### src/rtl/sn_api_arbiter.sv
// API bus arbiter: grants one pending source per cycle during a transmit phase.
// Define SN_API_ARB_ROUND_ROBIN_EN for round-robin selection; otherwise fixed priority (lowest index first).
module sn_api_arbiter #(
  parameter int P_NUM_NEURONS = 100,
  parameter int P_NUM_OUTPUTS = 3,
  parameter int P_NUM_SRC     = P_NUM_NEURONS - P_NUM_OUTPUTS,
  parameter int P_API_BUS_BW  = $clog2(P_NUM_SRC + 1)
) (
  input  logic                    clk,
  input  logic                    rst_n,
  input  logic                    nc_reset,
  input  logic                    nc_transmit,
  input  logic [P_NUM_SRC-1:0]    api_pending,
  output logic [P_NUM_SRC-1:0]    api_granted,
  output logic                    api_vld,
  output logic [P_API_BUS_BW-1:0] api_bus,
  output logic                    api_busy,
  output logic                    api_done,
  output logic [P_API_BUS_BW-1:0] api_tx_count
);

  typedef enum logic [1:0] {
    ST_IDLE = 2'd0,
    ST_ARB  = 2'd1,
    ST_DONE = 2'd2
  } state_t;

  // Handshake: a source holds api_pending until it sees its api_granted bit,
  // then drops it one edge later; the arbiter masks the last grant for that edge.

  state_t                  state_q, state_d;
  logic [P_NUM_SRC-1:0]    granted_q, granted_d;
  logic                    vld_q, vld_d;
  logic [P_API_BUS_BW-1:0] bus_q, bus_d;
  logic [P_API_BUS_BW-1:0] cnt_q, cnt_d;

  logic [P_NUM_SRC-1:0]    eligible;
  logic                    found;
  logic [P_API_BUS_BW-1:0] pick;
  logic [P_NUM_SRC-1:0]    pick_oh;
  logic                    found_lo;
  logic [P_API_BUS_BW-1:0] pick_lo;
  logic [P_NUM_SRC-1:0]    oh_lo;
  logic [P_API_BUS_BW-1:0] pick_inc;

`ifdef SN_API_ARB_ROUND_ROBIN_EN
  logic [P_API_BUS_BW-1:0] rr_q, rr_d;
  logic                    found_hi;
  logic [P_API_BUS_BW-1:0] pick_hi;
  logic [P_NUM_SRC-1:0]    oh_hi;
`endif

  // Round-robin: first eligible at or above rr_ptr, else wrap to the lowest eligible.
  always_comb begin
    eligible = api_pending & ~granted_q;
    found_lo = 1'b0;
    pick_lo  = '0;
    oh_lo    = '0;
`ifdef SN_API_ARB_ROUND_ROBIN_EN
    found_hi = 1'b0;
    pick_hi  = '0;
    oh_hi    = '0;
`endif
    for (int k = 0; k < P_NUM_SRC; k++) begin
      if (eligible[k] && !found_lo) begin
        found_lo = 1'b1;
        pick_lo  = P_API_BUS_BW'(k);
        oh_lo[k] = 1'b1;
      end
`ifdef SN_API_ARB_ROUND_ROBIN_EN
      if (eligible[k] && !found_hi && (P_API_BUS_BW'(k) >= rr_q)) begin
        found_hi = 1'b1;
        pick_hi  = P_API_BUS_BW'(k);
        oh_hi[k] = 1'b1;
      end
`endif
    end
    found   = found_lo;
    pick    = pick_lo;
    pick_oh = oh_lo;
`ifdef SN_API_ARB_ROUND_ROBIN_EN
    if (found_hi) begin
      pick    = pick_hi;
      pick_oh = oh_hi;
    end
`endif
    pick_inc = pick + P_API_BUS_BW'(1);
  end

  always_comb begin
    state_d   = state_q;
    granted_d = granted_q;
    vld_d     = vld_q;
    bus_d     = bus_q;
    cnt_d     = cnt_q;
`ifdef SN_API_ARB_ROUND_ROBIN_EN
    rr_d      = rr_q;
`endif
    if (nc_reset) begin
      state_d   = ST_IDLE;
      granted_d = '0;
      vld_d     = 1'b0;
      bus_d     = '0;
      cnt_d     = '0;
`ifdef SN_API_ARB_ROUND_ROBIN_EN
      rr_d      = '0;
`endif
    end else begin
      case (state_q)
        ST_IDLE: begin
          if (nc_transmit) begin
            state_d = ST_ARB;
            cnt_d   = '0;
          end
        end
        ST_ARB: begin
          if (found) begin
            granted_d = pick_oh;
            vld_d     = 1'b1;
            bus_d     = pick_inc;
            if (cnt_q != '1) cnt_d = cnt_q + P_API_BUS_BW'(1);
`ifdef SN_API_ARB_ROUND_ROBIN_EN
            rr_d = (pick_inc == P_API_BUS_BW'(P_NUM_SRC)) ? '0 : pick_inc;
`endif
          end else begin
            granted_d = '0;
            vld_d     = 1'b0;
            bus_d     = '0;
            state_d   = ST_DONE;
          end
        end
        ST_DONE: state_d = ST_IDLE;
        default: state_d = ST_IDLE;
      endcase
    end
  end

  always_ff @(posedge clk or negedge rst_n) begin
    if (!rst_n) begin
      state_q   <= ST_IDLE;
      granted_q <= '0;
      vld_q     <= 1'b0;
      bus_q     <= '0;
      cnt_q     <= '0;
`ifdef SN_API_ARB_ROUND_ROBIN_EN
      rr_q      <= '0;
`endif
    end else begin
      state_q   <= state_d;
      granted_q <= granted_d;
      vld_q     <= vld_d;
      bus_q     <= bus_d;
      cnt_q     <= cnt_d;
`ifdef SN_API_ARB_ROUND_ROBIN_EN
      rr_q      <= rr_d;
`endif
    end
  end

  assign api_granted  = granted_q;
  assign api_vld      = vld_q;
  assign api_bus      = bus_q;
  assign api_tx_count = cnt_q;
  assign api_busy     = (state_q != ST_IDLE);
  assign api_done     = (state_q == ST_DONE);

endmodule

### config.mk
export PLATFORM = sky130hd
export DESIGN_NAME = sn_api_arbiter
export DESIGN_NICKNAME = d
export VERILOG_FILES = /design/src/rtl/sn_api_arbiter.sv
export SDC_FILE = /design/constraint.sdc
export NUM_CORES = 1
export LEC_CHECK = 0
export CAP_MARGIN = 20
export CORE_ASPECT_RATIO = 1.2
export CORE_MARGIN = 2
export CORE_UTILIZATION = 45
export DETAILED_ROUTE_END_ITERATION = 8
export PLACE_DENSITY_LB_ADDON = 0.25
export SETUP_SLACK_MARGIN = 0.05
export SLEW_MARGIN = 30
export SYNTH_ARGS = -nofsm -noshare
export SYNTH_HDL_FRONTEND = slang
export SYNTH_SLANG_ARGS = --single-unit
### constraint.sdc
create_clock -name clk -period 3.9 [get_ports clk]
set_clock_uncertainty 0.15 [all_clocks]
set_input_delay 0.39 -clock clk [delete_from_list [all_inputs] [get_ports clk]]
set_output_delay 0.39 -clock clk [all_outputs]
set_load 0.01 [all_outputs]
* Word level (Yosys, flattened, before mapping) *
Index checks and enable logic that the tools add are counted.
W data, S select, Z words.

storage, ports and cells
  flip-flop bits (word level) = 114
  input port bits = 101
  output and inout bits = 114
  word-level logic and storage cells = 521

operators by class
  add/subtract/negate cells = 2
  eq/ne operators = 7
  muxes and demuxes = 307
  bitwise operators = 2
  reduce and logical (&&, ||, !) cells = 198

operators by type and width
  cell                   count
  $mux W7                102
  $mux W97               3
  $mux W1                197
  $and A97 B97 Y97       1
  $not A97 Y97           1
  $logic_and A1 B1 Y1    96
  $logic_not A1 Y1       96
  $add A7 B1 Y7 const B  2
  $pmux W7 S2            1
  $ne A3 B3 Y1 const B   4
  $ne A7 B7 Y1 const B   1
  $mux W2                3
  $pmux W2 S2            1
  $reduce_and A4 Y1      1
  $reduce_bool A2 Y1     2
  $reduce_bool A3 Y1     1
  $eq A2 B1 Y1 const B   1
  $eq A2 B2 Y1 const B   1
  $logic_not A2 Y1       1
  $reduce_and A2 Y1      1

* Depth between registers and ports, before layout *
  depth in word-level cells = 295
  gate-level depth with buffers = 14
  gate-level depth less buffers = 12

* Least setup slack after synthesis *
No wires, ideal clock.

  path kind = input port to flip-flop
  start point = in api_pending[18]
  end point = reg bus_q[6] (netlist: api_bus[6])
  arrival = 2.924 ns
  required time = 3.674 ns
  path slack = 0.750 ns
  stages = 12
  buffers on the path = 0
  path through = nor2b_1 -> a2111oi_4 -> nand4_2 -> nor4_4 -> nand3_4 -> o41ai_4 -> nor2_1 -> nand4_1 -> ha_1 -> o21a_1 -> a31oi_1 -> o21ai_1

on the way
  word-level cells in the longest chain between the ends = 241

RTL lines
  what                     RTL line  source
  start: declaration       13        input logic [P_NUM_SRC-1:0] api_pending,
  $and A97 B97 Y97 (*)     55        eligible = api_pending & ~granted_q;
  $logic_and A1 B1 Y1 (*)  65        if (eligible[k] && !found_lo) begin
  $mux W1                  65
  $logic_not A1 Y1         65
  $logic_and A1 B1 Y1      65
  $mux W1                  65
  $logic_not A1 Y1         65
  $logic_and A1 B1 Y1      65
  [... 225 more ...]       n/a
  $mux W1                  65
  $logic_not A1 Y1         65
  $logic_and A1 B1 Y1      65
  $mux W7                  65
  $add A7 B1 Y7            87        pick_inc = pick + P_API_BUS_BW'(1);
  $mux W7 (*)              117       if (found) begin
  $mux W7 (*)              109       case (state_q)
  $mux W7 (*)              99        if (nc_reset) begin
  end signal: assignment   152       bus_q <= bus_d;
  end: declaration         34        logic [P_API_BUS_BW-1:0] bus_q, bus_d;

Every way passes the cells marked *; elsewhere a longest branch is shown, timed or not. The select of a mux whose other input is x is not followed.
A chain may end at the register's enable or synchronous reset.

* Worst setup path in the final report *
  start point = in api_pending[13]
  end point = reg bus_q[6] (netlist: api_bus[6])

on the way
  word-level cells in the longest chain between the ends = 256

RTL lines
  what                     RTL line
  $and A97 B97 Y97 (*)     55
  $logic_and A1 B1 Y1 (*)  65
  $mux W1                  65
  $logic_not A1 Y1         65
  $logic_and A1 B1 Y1      65
  $mux W1                  65
  $logic_not A1 Y1         65
  $logic_and A1 B1 Y1      65
  [... 240 more ...]       n/a
  $mux W1                  65
  $logic_not A1 Y1         65
  $logic_and A1 B1 Y1      65
  $mux W7                  65
  $add A7 B1 Y7            87
  $mux W7 (*)              117
  $mux W7 (*)              109
  $mux W7 (*)              99

Marked as above.

==> summary.md <==
| Metric | Value |
|---|---|
| Post-synthesis instance area | 7158 um^2 |
| # diodes | 0 |
| Top post-synthesis cells by area | dfrtp_1 (40%), nor2b_1 (6.9%), nand2_1 (6.4%) |
| Leak pwr | 0.004418 uW |
| Unrepaired setup endpoints after global routing | no |
| DP Worst Slack | 0.02611 ns |
| Yosys top cell by area | dfrtp_1 |
| Distinct cells, synth | 74 |
| Final setup vio count | 0 |
| Port Buffers | 214 |
| Post-Synthesis Cells | 831 |
| Synth Area in Compound Gates | 19.37% |
| Worst EP required | 4.09 ns |
| Multiplexer share of the synthesized area | 0% |
| Period minus WS final | 3.539 ns |
| Hold WS | 0.3346 ns |
| First-pass GRT wire length | 41.00 mm |
| Detailed placement HPWL | 20.43 mm |
| Fin util | 68.51% |
| IO Pins | 215 |
| Slew margin rel. | 50.78% |
| Fin crit share | 90.74% |
| DIE AREA | 16940 um^2 |
| Initial Utilization | 45.95% |
| Max Cap Violations | 0 |
| Crit path arrival time | 3.73 ns |
| Yosys warns | 0 |
| Hold violation count in the final report | 0 |
| RePlAce Congestion | 0.9623 |
| Number of cell rows | 50 |
| Critical Path Start Type | primary input |
| CP Capture Type | flop |
| Largest family of logic cells by synthesized area | simple AND/OR/NAND/NOR gates |
| Post-synthesis share of cell area spent on and, or, nand and nor gates | 37.91% |
| Root Buffer | clkbuf_16 |
| Clk slew on worst S/H paths | 0.05 ns |
| Placed cell count | 1309 |
| Layout area overhead | 49.10% |
| Global route total overflow | 0 |
| Final setup margin | 0.3611 ns |
| Fillers | 1259 |
| Clk sinks | 114 |
| Max clock buf depth | 2 |
| TritonCTS clock tree | built |
| Global Route Usage Sum | 31.20% |
| Post-route ant nets | 0 |
| Final net count | 1224 |
| DR vias | 7757 |
| Maximum vdd drop | 0.0002870 V |
| Non-Filler Instances | 1342 |
| Worst Setup Path Type | primary input to flop |
| Adder-cell share of the synthesized area | 0.3496% |
| Residual DRC count | 0 |
| Top FF cell, synth | dfrtp_1 |
| Die width | 119.1 um |
| CTS H-tree depth | 4 |
| Post-Route WL | 26.23 mm |
| Die height | 142.2 um |
| Maximum clock rate | 0.2826 GHz |
| Most frequent cells in the layout | clkdlybuf4s50_1 (213), nand2_1 (123), dfrtp_1 (114) |
| Layout cell share with drive strength beyond 1 | 12.52% |
| Placeable Area | 15580 um^2 |
| Clock Latency Late Sink | 0.42 ns |
| Router iterations before antenna repair | 5 |
| Sequential area share after synthesis | 39.85% |
| Post-CTS Resized | 0 |
| Async SR Flop Fraction | 100.0% |
| Initial DRC count | 621 |
| Slew Viols, Final | 0 |
| Outcome | completed |
| Post-synth EDFFs | 0 |
| PwrDens | 297.4 nW/um^2 |
| Post-synthesis register bit count | 114 |
| Worst Path Max Fanout | 5 |
| Mean routed wirelength per cell | 19.54 um |
| Syn_nets | 934 |
| Post-Synth XOR/XNOR Area | 0.4894% |
| Avg Cell Area, Syn | 8.614 um^2 |
| Via/cell ratio | 5.780 |
| Slew @ Worst Pin | 0.7316 ns |
| Worst min-delay path class | flop to flop |
| Total CTS buffers | 17 |
| Vias in the first global route | 7752 |
| Setup TNS | 0 ns |
| Largest net degree at the start of global routing | 64 |
| Most common cell after layout, fill and taps aside | clkdlybuf4s50_1 |
| Antenna violations before repair | 0 |
| Share of the synthesized area in the top cell type | 39.85% |
==> routing by layer <==
layer	up-vias	GRT usage, %	wire [um]
li1	3625	-	-
met1	3729	38.30	10510
met2	343	53.09	13000
met3	60	6.170	1780
met4	0	14.16	935
met5	-	0	0
==> synth_stat cells (3+ instances only) <==
cell         n
or2_2        3
nand3_1     24
nand3b_1     4
nand4_2      4
a41oi_1      3
and2_1       3
o21ai_0     51
a21oi_1     34
nor3_1      24
clkbuf_1    15
xor2_1       3
nor4_1      10
o21a_1       4
nor2_1      80
a32o_1      17
nand2_1    123
o21ai_1      3
nand2b_1    52
dfrtp_1    114
nor4_4       3
o31ai_1     10
and3_1       5
nand4_1     29
nor2b_1     79
buf_2        5
nor4b_1      7
a22o_1      28
nor3b_1     12
a211oi_1     5
or3_1        3
o41ai_1      4
o211ai_1     5
o2111ai_1    5
or4_1        3
inv_1        7
and4_1       3
==> worst max-delay path, stage by stage <==
cell and delay [ns]:
clkdlybuf4s50_1 0.41, nor2b_1 0.16, nor4_1 0.66, buf_4 0.25, nand2_1 0.16, buf_4 0.21
nor4_1 0.37, a211oi_1 0.10, buf_4 0.17, nand3_1 0.09, nor3_1 0.07, nand4_1 0.14
ha_1 0.23, o21a_1 0.14, a31oi_1 0.08, o21ai_1 0.11
==> cell type report <==
cell class / instances / area, um^2 / share of cell area [%]
Sequential cell: 114 / 2853 / 26.73
Clock inverter: 14 / 141.4 / 1.325
Multi-Input combinational cell: 685 / 4168 / 39.05
Clock buffer: 18 / 429.2 / 4.021
Inverter: 7 / 26.28 / 0.2462
Tap cell: 208 / 260.3 / 2.438
Timing Repair Buffer: 296 / 2795 / 26.19
==> metrics by stage <==
stage | power [uW] | cell area [um^2]
5_1_grt | 3277 | 10670
4_1_cts | 3176 | 10670
3_5_place_dp | 1668 | 10090
2_1_floorplan | 1417 | 7158
6_report | 3174 | 10670
3_3_place_gp | 1666 | 10090
==> registers in the layout (all words and copies together) (netlist names) <==
signal,count
api_vld,1
api_granted,97
state_q,2
api_tx_count,7
api_bus,7
==> worst paths after layout <==
kind	slack, ns	cells after the start	end	startpoint
min in group asynchronous	0.39	2	api_granted[80]$_DFFE_PN0P_	rst_n
worst max register to register	0.45	15	api_bus[6]$_DFFE_PN0P_	api_granted[13]$_DFFE_PN0P_
worst min-delay path	0.33	2	api_vld$_DFFE_PN0P_	api_vld$_DFFE_PN0P_
max in group asynchronous	2.40	3	api_granted[52]$_DFFE_PN0P_	rst_n
worst min register to register	0.33	2	api_vld$_DFFE_PN0P_	api_vld$_DFFE_PN0P_
worst max-delay path	0.36	16	api_bus[6]$_DFFE_PN0P_	api_pending[13]
==> cells by family after synthesis <==
group / after synthesis
buf+inv: 32
compound gates: 191
fa+ha+maj: 2
flops: 114
simple gates: 488
xor+xnor: 4
==> where the power goes <==
part	switching, uW	internal, uW	total [uW]
registers	7.78	1190	1200
logic	251	204	456
clock network	584	934	1520
total	844	2330	3170
==> repair_timing <==
item / CTS / global route
endpoints found under the hold margin: 51 / 0
hold buffers: 1 / 0
setup buffers: 0 / 0
(Power assumes the default switching activity.)
